`config.mk`:
```
export PLATFORM = sky130hd
export DESIGN_NAME = uart_tx_buf
export DESIGN_NICKNAME = d
export VERILOG_FILES = /design/src/rtl/uart_tx_buf.sv
export SDC_FILE = /design/constraint.sdc
export NUM_CORES = 1
export LEC_CHECK = 0
export CAP_MARGIN = 30
export CELL_PAD_IN_SITES_DETAIL_PLACEMENT = 1
export CELL_PAD_IN_SITES_GLOBAL_PLACEMENT = 2
export CORE_ASPECT_RATIO = 0.8
export CORE_MARGIN = 2
export CORE_UTILIZATION = 43
export CTS_CLUSTER_DIAMETER = 40
export DETAILED_ROUTE_END_ITERATION = 12
export HOLD_SLACK_MARGIN = 0.15
export MAX_ROUTING_LAYER = met4
export PLACE_DENSITY_LB_ADDON = 0.1
export SLEW_MARGIN = 20
export SYNTH_ARGS = -nofsm -noshare
export SYNTH_HDL_FRONTEND = slang
export SYNTH_SLANG_ARGS = --single-unit
```
`constraint.sdc`:
```
create_clock -name clk -period 2.9 [get_ports clk]
set_input_delay 0.58 -clock clk [delete_from_list [all_inputs] [get_ports clk]]
set_output_delay 0.58 -clock clk [all_outputs]
set_load 0.02 [all_outputs]
```
`src/rtl/uart_tx_buf.sv`:
```
// uart_tx_buf: FIFO-buffered UART transmitter, 8N1, LSB first, idle-high TX line.
// Define UART_TX_PARITY_EN to add an even-parity bit, which gives 11-bit frames.
module uart_tx_buf #(
  parameter int BAUD_DIV   = 2604,
  parameter int FIFO_DEPTH = 4
) (
  input  logic       clk,
  input  logic       rst_n,
  input  logic       trmt,
  input  logic [7:0] tx_data,
  output logic       TX,
  output logic       full,
  output logic       busy,
  output logic       tx_done
);

  localparam int PTR_W = $clog2(FIFO_DEPTH);
`ifdef UART_TX_PARITY_EN
  localparam int FRAME_BITS = 11;
`else
  localparam int FRAME_BITS = 10;
`endif
  localparam logic [11:0] BAUD_RELOAD = 12'(BAUD_DIV - 1);
  localparam logic [3:0]  LAST_BIT    = 4'(FRAME_BITS - 1);

  typedef enum logic {IDLE = 1'b0, XMIT = 1'b1} state_e;

  logic [7:0]            mem_q [FIFO_DEPTH];
  logic [PTR_W:0]        wr_ptr_q, wr_ptr_d;
  logic [PTR_W:0]        rd_ptr_q, rd_ptr_d;
  logic                  empty;
  logic                  push;
  logic                  pop;
  logic [7:0]            head;

  state_e                state_q, state_d;
  logic [FRAME_BITS-1:0] shift_q, shift_d;
  logic [11:0]           baud_cnt_q, baud_cnt_d;
  logic [3:0]            bit_cnt_q, bit_cnt_d;
  logic                  tx_done_q, tx_done_d;
  logic                  baud_tick;
  logic                  frame_end;
  logic                  load_frame;
  logic                  set_done;
  logic [FRAME_BITS-1:0] frame_word;

  // Pointers carry one extra wrap bit so full and empty are distinguishable.
  assign empty = (wr_ptr_q == rd_ptr_q);
  assign full  = (wr_ptr_q[PTR_W] != rd_ptr_q[PTR_W]) &&
                 (wr_ptr_q[PTR_W-1:0] == rd_ptr_q[PTR_W-1:0]);
  assign push  = trmt && !full;
  assign pop   = load_frame;
  assign head  = mem_q[rd_ptr_q[PTR_W-1:0]];

  assign wr_ptr_d = wr_ptr_q + {{PTR_W{1'b0}}, push};
  assign rd_ptr_d = rd_ptr_q + {{PTR_W{1'b0}}, pop};

  always_ff @(posedge clk) begin
    if (push) begin
      mem_q[wr_ptr_q[PTR_W-1:0]] <= tx_data;
    end
  end

`ifdef UART_TX_PARITY_EN
  assign frame_word = {1'b1, ^head, head, 1'b0};
`else
  assign frame_word = {1'b1, head, 1'b0};
`endif

  // The frame ends on the tick that completes the stop bit, so a queued
  // byte can be loaded on that same edge with no idle gap.
  assign baud_tick = (baud_cnt_q == 12'd0);
  assign frame_end = (state_q == XMIT) && baud_tick && (bit_cnt_q == LAST_BIT);

  always_ff @(posedge clk or negedge rst_n) begin
    if (!rst_n) begin
      state_q <= IDLE;
    end else begin
      state_q <= state_d;
    end
  end

  always_comb begin
    state_d = state_q;
    case (state_q)
      IDLE:    if (!empty) state_d = XMIT;
      XMIT:    if (frame_end && empty) state_d = IDLE;
      default: state_d = IDLE;
    endcase
  end

  always_comb begin
    load_frame = 1'b0;
    set_done   = 1'b0;
    case (state_q)
      IDLE: load_frame = !empty;
      XMIT: begin
        load_frame = frame_end && !empty;
        set_done   = frame_end && empty;
      end
      default: begin
        load_frame = 1'b0;
        set_done   = 1'b0;
      end
    endcase
  end

  always_comb begin
    shift_d    = shift_q;
    baud_cnt_d = baud_cnt_q;
    bit_cnt_d  = bit_cnt_q;
    if (load_frame) begin
      shift_d    = frame_word;
      baud_cnt_d = BAUD_RELOAD;
      bit_cnt_d  = 4'd0;
    end else if (state_q == XMIT) begin
      if (baud_tick) begin
        shift_d    = {1'b1, shift_q[FRAME_BITS-1:1]};
        baud_cnt_d = BAUD_RELOAD;
        bit_cnt_d  = bit_cnt_q + 4'd1;
      end else begin
        baud_cnt_d = baud_cnt_q - 12'd1;
      end
    end
  end

  // An accepted push means more data is coming, so it overrides the set.
  always_comb begin
    tx_done_d = tx_done_q;
    if (push) begin
      tx_done_d = 1'b0;
    end else if (set_done) begin
      tx_done_d = 1'b1;
    end
  end

  always_ff @(posedge clk or negedge rst_n) begin
    if (!rst_n) begin
      wr_ptr_q   <= '0;
      rd_ptr_q   <= '0;
      shift_q    <= '1;
      baud_cnt_q <= 12'd0;
      bit_cnt_q  <= 4'd0;
      tx_done_q  <= 1'b0;
    end else begin
      wr_ptr_q   <= wr_ptr_d;
      rd_ptr_q   <= rd_ptr_d;
      shift_q    <= shift_d;
      baud_cnt_q <= baud_cnt_d;
      bit_cnt_q  <= bit_cnt_d;
      tx_done_q  <= tx_done_d;
    end
  end

  assign TX      = shift_q[0];
  assign busy    = (state_q == XMIT);
  assign tx_done = tx_done_q;

endmodule
```
# Yosys cells after proc, flatten, opt, wreduce, memory -nomap -nowiden
# Memory sizes are Yosys's and may differ from the RTL's.
# Index checks and enable logic that the tools add are counted.
[totals] regBits=34 ram_bits=32 mem_bits_ro=0 mem_count=1 latchBits=0
[mem_list] memory="mem_q" words=4 word_bits=8 rd=1 rd_ports_with_merged_regs=0 write_ports=1 line="28" text="logic [7:0] mem_q [FIFO_DEPTH];"
[classes] n_addsub=4 order_cmp=0 n_eq_ne=4 bitwise=1 div_mod_pow=0 mul=0 shift=0 reduce_logical=13 mux=18
[ops] cell="2-to-1 mux 12 bit" count=3
[ops] cell="2-to-1 mux 10 bit" count=3
[ops] cell="zero test 12 bit" count=1
[ops] cell="2-to-1 mux 4 bit" count=3
[ops] cell="subtractor 12 x 1 -> 12 bit (second input constant)" count=1
[ops] cell="2-to-1 mux 1 bit" count=7
[ops] cell="adder 3 x 1 -> 3 bit" count=2
[ops] cell="logical AND 1 bit" count=6
[ops] cell="nonzero test 2 bit" count=3
[ops] cell="adder 4 x 1 -> 4 bit (second input constant)" count=1
[ops] cell="== test 4 bit (second input constant)" count=1
[ops] cell="one-hot mux 1 bit (2 select lines)" count=2
[ops] cell="== test 3 bit" count=1
[ops] cell="== test 2 bit" count=1
[ops] cell="zero test 1 bit" count=2
[ops] cell="AND reduction 2 bit" count=1
[ops] cell="!= test 1 bit" count=1
[ops] cell="NOT 1 bit" count=1

# Depth between registers and ports, before layout
[logic_depth] ltp_word=7 depth_mapped=8 ltp_nobuf=8

# Worst setup path after synthesis
# No wires, ideal clock.
[synth_timing] path_kind="register to register" start="register rd_ptr_q[0]" end="memory mem_q[1][0], enable pin" path_stages_with_launch=6 slack_ns=0.849 arrival_ns=1.666 setup_ns=0.385 required_time_ns=2.515 path_cell_list="dfrtp_1 -> buf_4 -> xnor2_1 -> nand2_1 -> o21ai_0 -> nor3b_1"
[synth_via] elab_chain_len=6
[synth_lines] element="from (decl)" line="30" text="logic [PTR_W:0] rd_ptr_q, rd_ptr_d;"
[synth_lines] element="from (signal assigned)" line="147" text="rd_ptr_q <= rd_ptr_d;"
[synth_lines] element="== test 2 bit" line="50" text="(wr_ptr_q[PTR_W-1:0] == rd_ptr_q[PTR_W-1:0]);"
[synth_lines] element="logical AND 1 bit" line="49" text="assign full = (wr_ptr_q[PTR_W] != rd_ptr_q[PTR_W]) &&"
[synth_lines] element="zero test 1 bit" line="51" text="assign push = trmt && !full;"
[synth_lines] element="logical AND 1 bit" line="51"
[synth_lines] element="2-to-1 mux 1 bit" line="59" text="if (push) begin"
[synth_lines] element="2-to-1 mux 1 bit (not written as such)" line="60" text="mem_q[wr_ptr_q[PTR_W-1:0]] <= tx_data;"
[synth_lines] element="to (decl)" line="28"
# Every way passes these cells.

# Worst setup path in the final report
[layout_timing] start="register wr_ptr_q[0]" end="output full"
[layout_via] elab_chain_len=2
[layout_lines] element="from (decl)" line="29" text="logic [PTR_W:0] wr_ptr_q, wr_ptr_d;"
[layout_lines] element="from (signal assigned)" line="146" text="wr_ptr_q <= wr_ptr_d;"
[layout_lines] element="== test 2 bit" line="50"
[layout_lines] element="logical AND 1 bit" line="49"
[layout_lines] element="to (decl)" line="12" text="output logic full,"
# Every way passes these cells.

==> impl_metrics.yaml <==
setup_path:
  arrival_ns: 1.93
  critPathMaxFanout: 7
  worstSetupEndpointType: "output pin"
  critPathLaunchType: "register"
  cp_slowest_cell: "clkdlybuf4s50_1"
  worst-path-buf-inv: 1
  crit_type: "register to output pin"
  max_stage_delay_ns: 0.61
  cp.required_ns: 2.32
  cp_top_family: "buffers and inverters"
  path_cells: "xnor2_1 -> nand2_1 -> nor2_1 -> clkdlybuf4s50_1"
sta:
  setup_violations: 0
  finalHoldViolations: 0
  whs_ns: 0.468
  slew_headroom_pct: 55.7
  fin_crit_ns: 2.51
  finalCritPeriodShare_pct: 86.5
  grt_setup_unrepaired: "false"
  setup_tns_ns: 0
  clock-skew-final_ns: 0.00723
  slew_viol_final: 0
  fmaxAchievable_ghz: 0.398
  worstMarginPinSlew_ns: 0.662
synth:
  synthAdderAreaFrac_pct: 3.42
  synthMuxAreaShare_pct: 6.50
  seq_area_frac_synth_pct: 61.5
  synth_edf_count: 32
  synth_top_family_by_area: "simple AND/OR/NAND/NOR gates"
  synthXorXnorAreaFrac_pct: 2.40
  syn_nets: 221
  netlist_area_um2: 2920
  yosys.cell_types.count: 55
  syn_avg_cell_area_um2: 14.5
  synth_top_flop_cell: "edfxtp_1"
  syn-instance-count: 202
  synth_compound_area_share_pct: 10.9
  ys_warn_count: 0
  async_flop_share_pct: 50.8
  synthSimpleGateAreaFrac_pct: 13.3
  ys_ff_latch: 65
floorplanning:
  coreArea_um2: 6470
  die_area_um2: 7480
  io-pin-count: 15
  start_util_pct: 45.2
  rows: 26
  die_width_um: 96.2
  die_h_um: 77.8
placed_design:
  port_buffers: 14
  dp.final_hpwl_um: 4450
  placedCellCount: 303
  gp_congestion: 0.770
clock_tree:
  h-tree-depth: 3
  clk_pin_slew_worst_paths_ns: 0.07
  cts_setup_buffers: 0
  cts_tree: "done"
  cts_buffers: 9
  cts_hold_buf: 0
  clk_path_buf_depth: 2
  cts_resized: 0
  clk_latency_ns: 0.34
  cts_root_buf: "clkbuf_8"
  cts.sinks: 65
global_route:
  grt_usage_pct: 19.3
  grt_pass1_wl_um: 10400
  grt_max_degree: 34
  antenna_found_initial: 0
  grt_pass1_vias: 2002
  grt_overflow: 0
final_layout:
  fillers: 638
  antenna_cells: 0
  area_delta_synth_final_pct: 15.9
  multi_input_area_um2: 1070
  seqCellArea_um2: 1800
  nets: 249
  fin_cells: 319
  drive_above_1_share_pct: 24.3
  post-route-util_pct: 52.3
run_status:
  status: "finished, final reports clean"
detailed_routing:
  wl_per_cell_um: 19.2
  dr_total_vias: 1816
  drc: 0
  drt_first_pass_iters: 4
  ant_nets: 0
  drtIter0Drc: 119
  routed_wl_um: 6130
  vias_per_cell: 5.69
power:
  p_total_mw: 2.98
  power_density_nw_per_um2: 879
  peakVddDrop_uv: 353
  p_leak_nw: 1.24
worst_hold_path:
  worstHoldPathType: "register to register"
flow_run:
  max-cap-violations: 0
==> cell usage in the layout, fill, tap and decap left out, types with 4 or more instances in the layout <==
cell / netlist / layout
clkdlybuf4s50_1: 0 / 14
o21ai_0: 7 / 7
dfstp_2: 9 / 9
nand2_1: 4 / 4
nand4_1: 4 / 4
buf_4: 1 / 9
dfrtp_1: 24 / 24
xor2_1: 5 / 5
or3_1: 10 / 10
nand3_1: 8 / 8
a31oi_1: 4 / 4
o221a_2: 4 / 4
mux4_2: 8 / 8
edfxtp_1: 32 / 32
a21oi_1: 5 / 5
ha_1: 8 / 8
inv_1: 6 / 6
clkbuf_8: 0 / 10
nor2_1: 10 / 10
==> flip-flops by register name (all words and copies together) (netlist names) <==
register / count
rd_ptr_q: 3
tx_done: 1
wr_ptr_q: 3
bit_cnt_q: 4
baud_cnt_q: 12
shift_q: 9
mem_q: 32
busy: 1
==> report_power, final <==
part / switching, mW / internal (mW) / total [mW]
Clock: 0.368 / 0.343 / 0.711
Combinational: 0.420 / 0.379 / 0.799
Sequential: 0.222 / 1.25 / 1.47
Total: 1.01 / 1.97 / 2.98
==> layout make-up <==
cell class,instances,area share (%)
multi-input combinational,125,31.5
clock buffer,10,4.06
timing repair buffer,23,6.13
sequential,65,53.1
clock inverter,6,1.51
tap,84,3.10
inverter,6,0.665
==> worst paths after layout <==
check,start,slack (ns),end,cells after the start
max,wr_ptr_q[0],0.39,full,4
min,shift_q[1],0.47,shift_q[0],2
max reg2reg,wr_ptr_q[0],0.69,wr_ptr_q[2],7
min reg2reg,shift_q[1],0.47,shift_q[0],2
max in group asynchronous,rst_n,1.91,shift_q[1],2
min in group asynchronous,rst_n,0.66,bit_cnt_q[2],2
==> worst min-delay path: stages (launching register included) <==
cell	delay [ns]
dfstp_2	0.37
inv_1	0.04
o2bb2ai_1	0.05
==> Yosys cell counts, drive strengths merged (3+ instances only) <==
cell    count  area [um2]
a31oi       4        25.0
dfstp       9         236
or4         3        25.0
xnor2       3        26.3
inv         6        22.5
nand3       8        40.0
xor2        5        43.8
nor4        3        40.0
o221a       7        78.8
a21oi       5        25.0
ha          8         100
or3        11        70.1
nor2       10        37.5
nand4       4        25.0
nand2       4        15.0
o21ai       8        43.8
edfxtp     32         961
buf         5        33.8
mux4        8         180
nor3        4        25.0
dfrtp      24         601
==> cells by family after synthesis <==
kind of cell | count (synthesis)
buffers and inverters | 12
AOI/OAI and AO/OA | 41
muxes | 9
xor gates and xnor gates | 8
and+or+nand+nor | 59
adders and majority gates | 8
DFF | 65
==> routing by layer <==
layer | GRT usage, % | share of wire (%) | wire length [um]
met1 | 27.0 | 51 | 3150
met2 | 27.7 | 45 | 2780
met3 | 6.41 | 2.9 | 175
met4 | 3.57 | 0.28 | 17
met5 | - | 0 | 0
==> stage by stage <==
step                instance area (um2)  worst slack (ns)
detailed placement                 3200             0.642
floorplan                          2920             0.849
global route                       3390             0.221
global placement                   3200             0.829
finish                             3390             0.390
CTS                                3390             0.366
No activity file was read; power rests on OpenSTA's default activity.
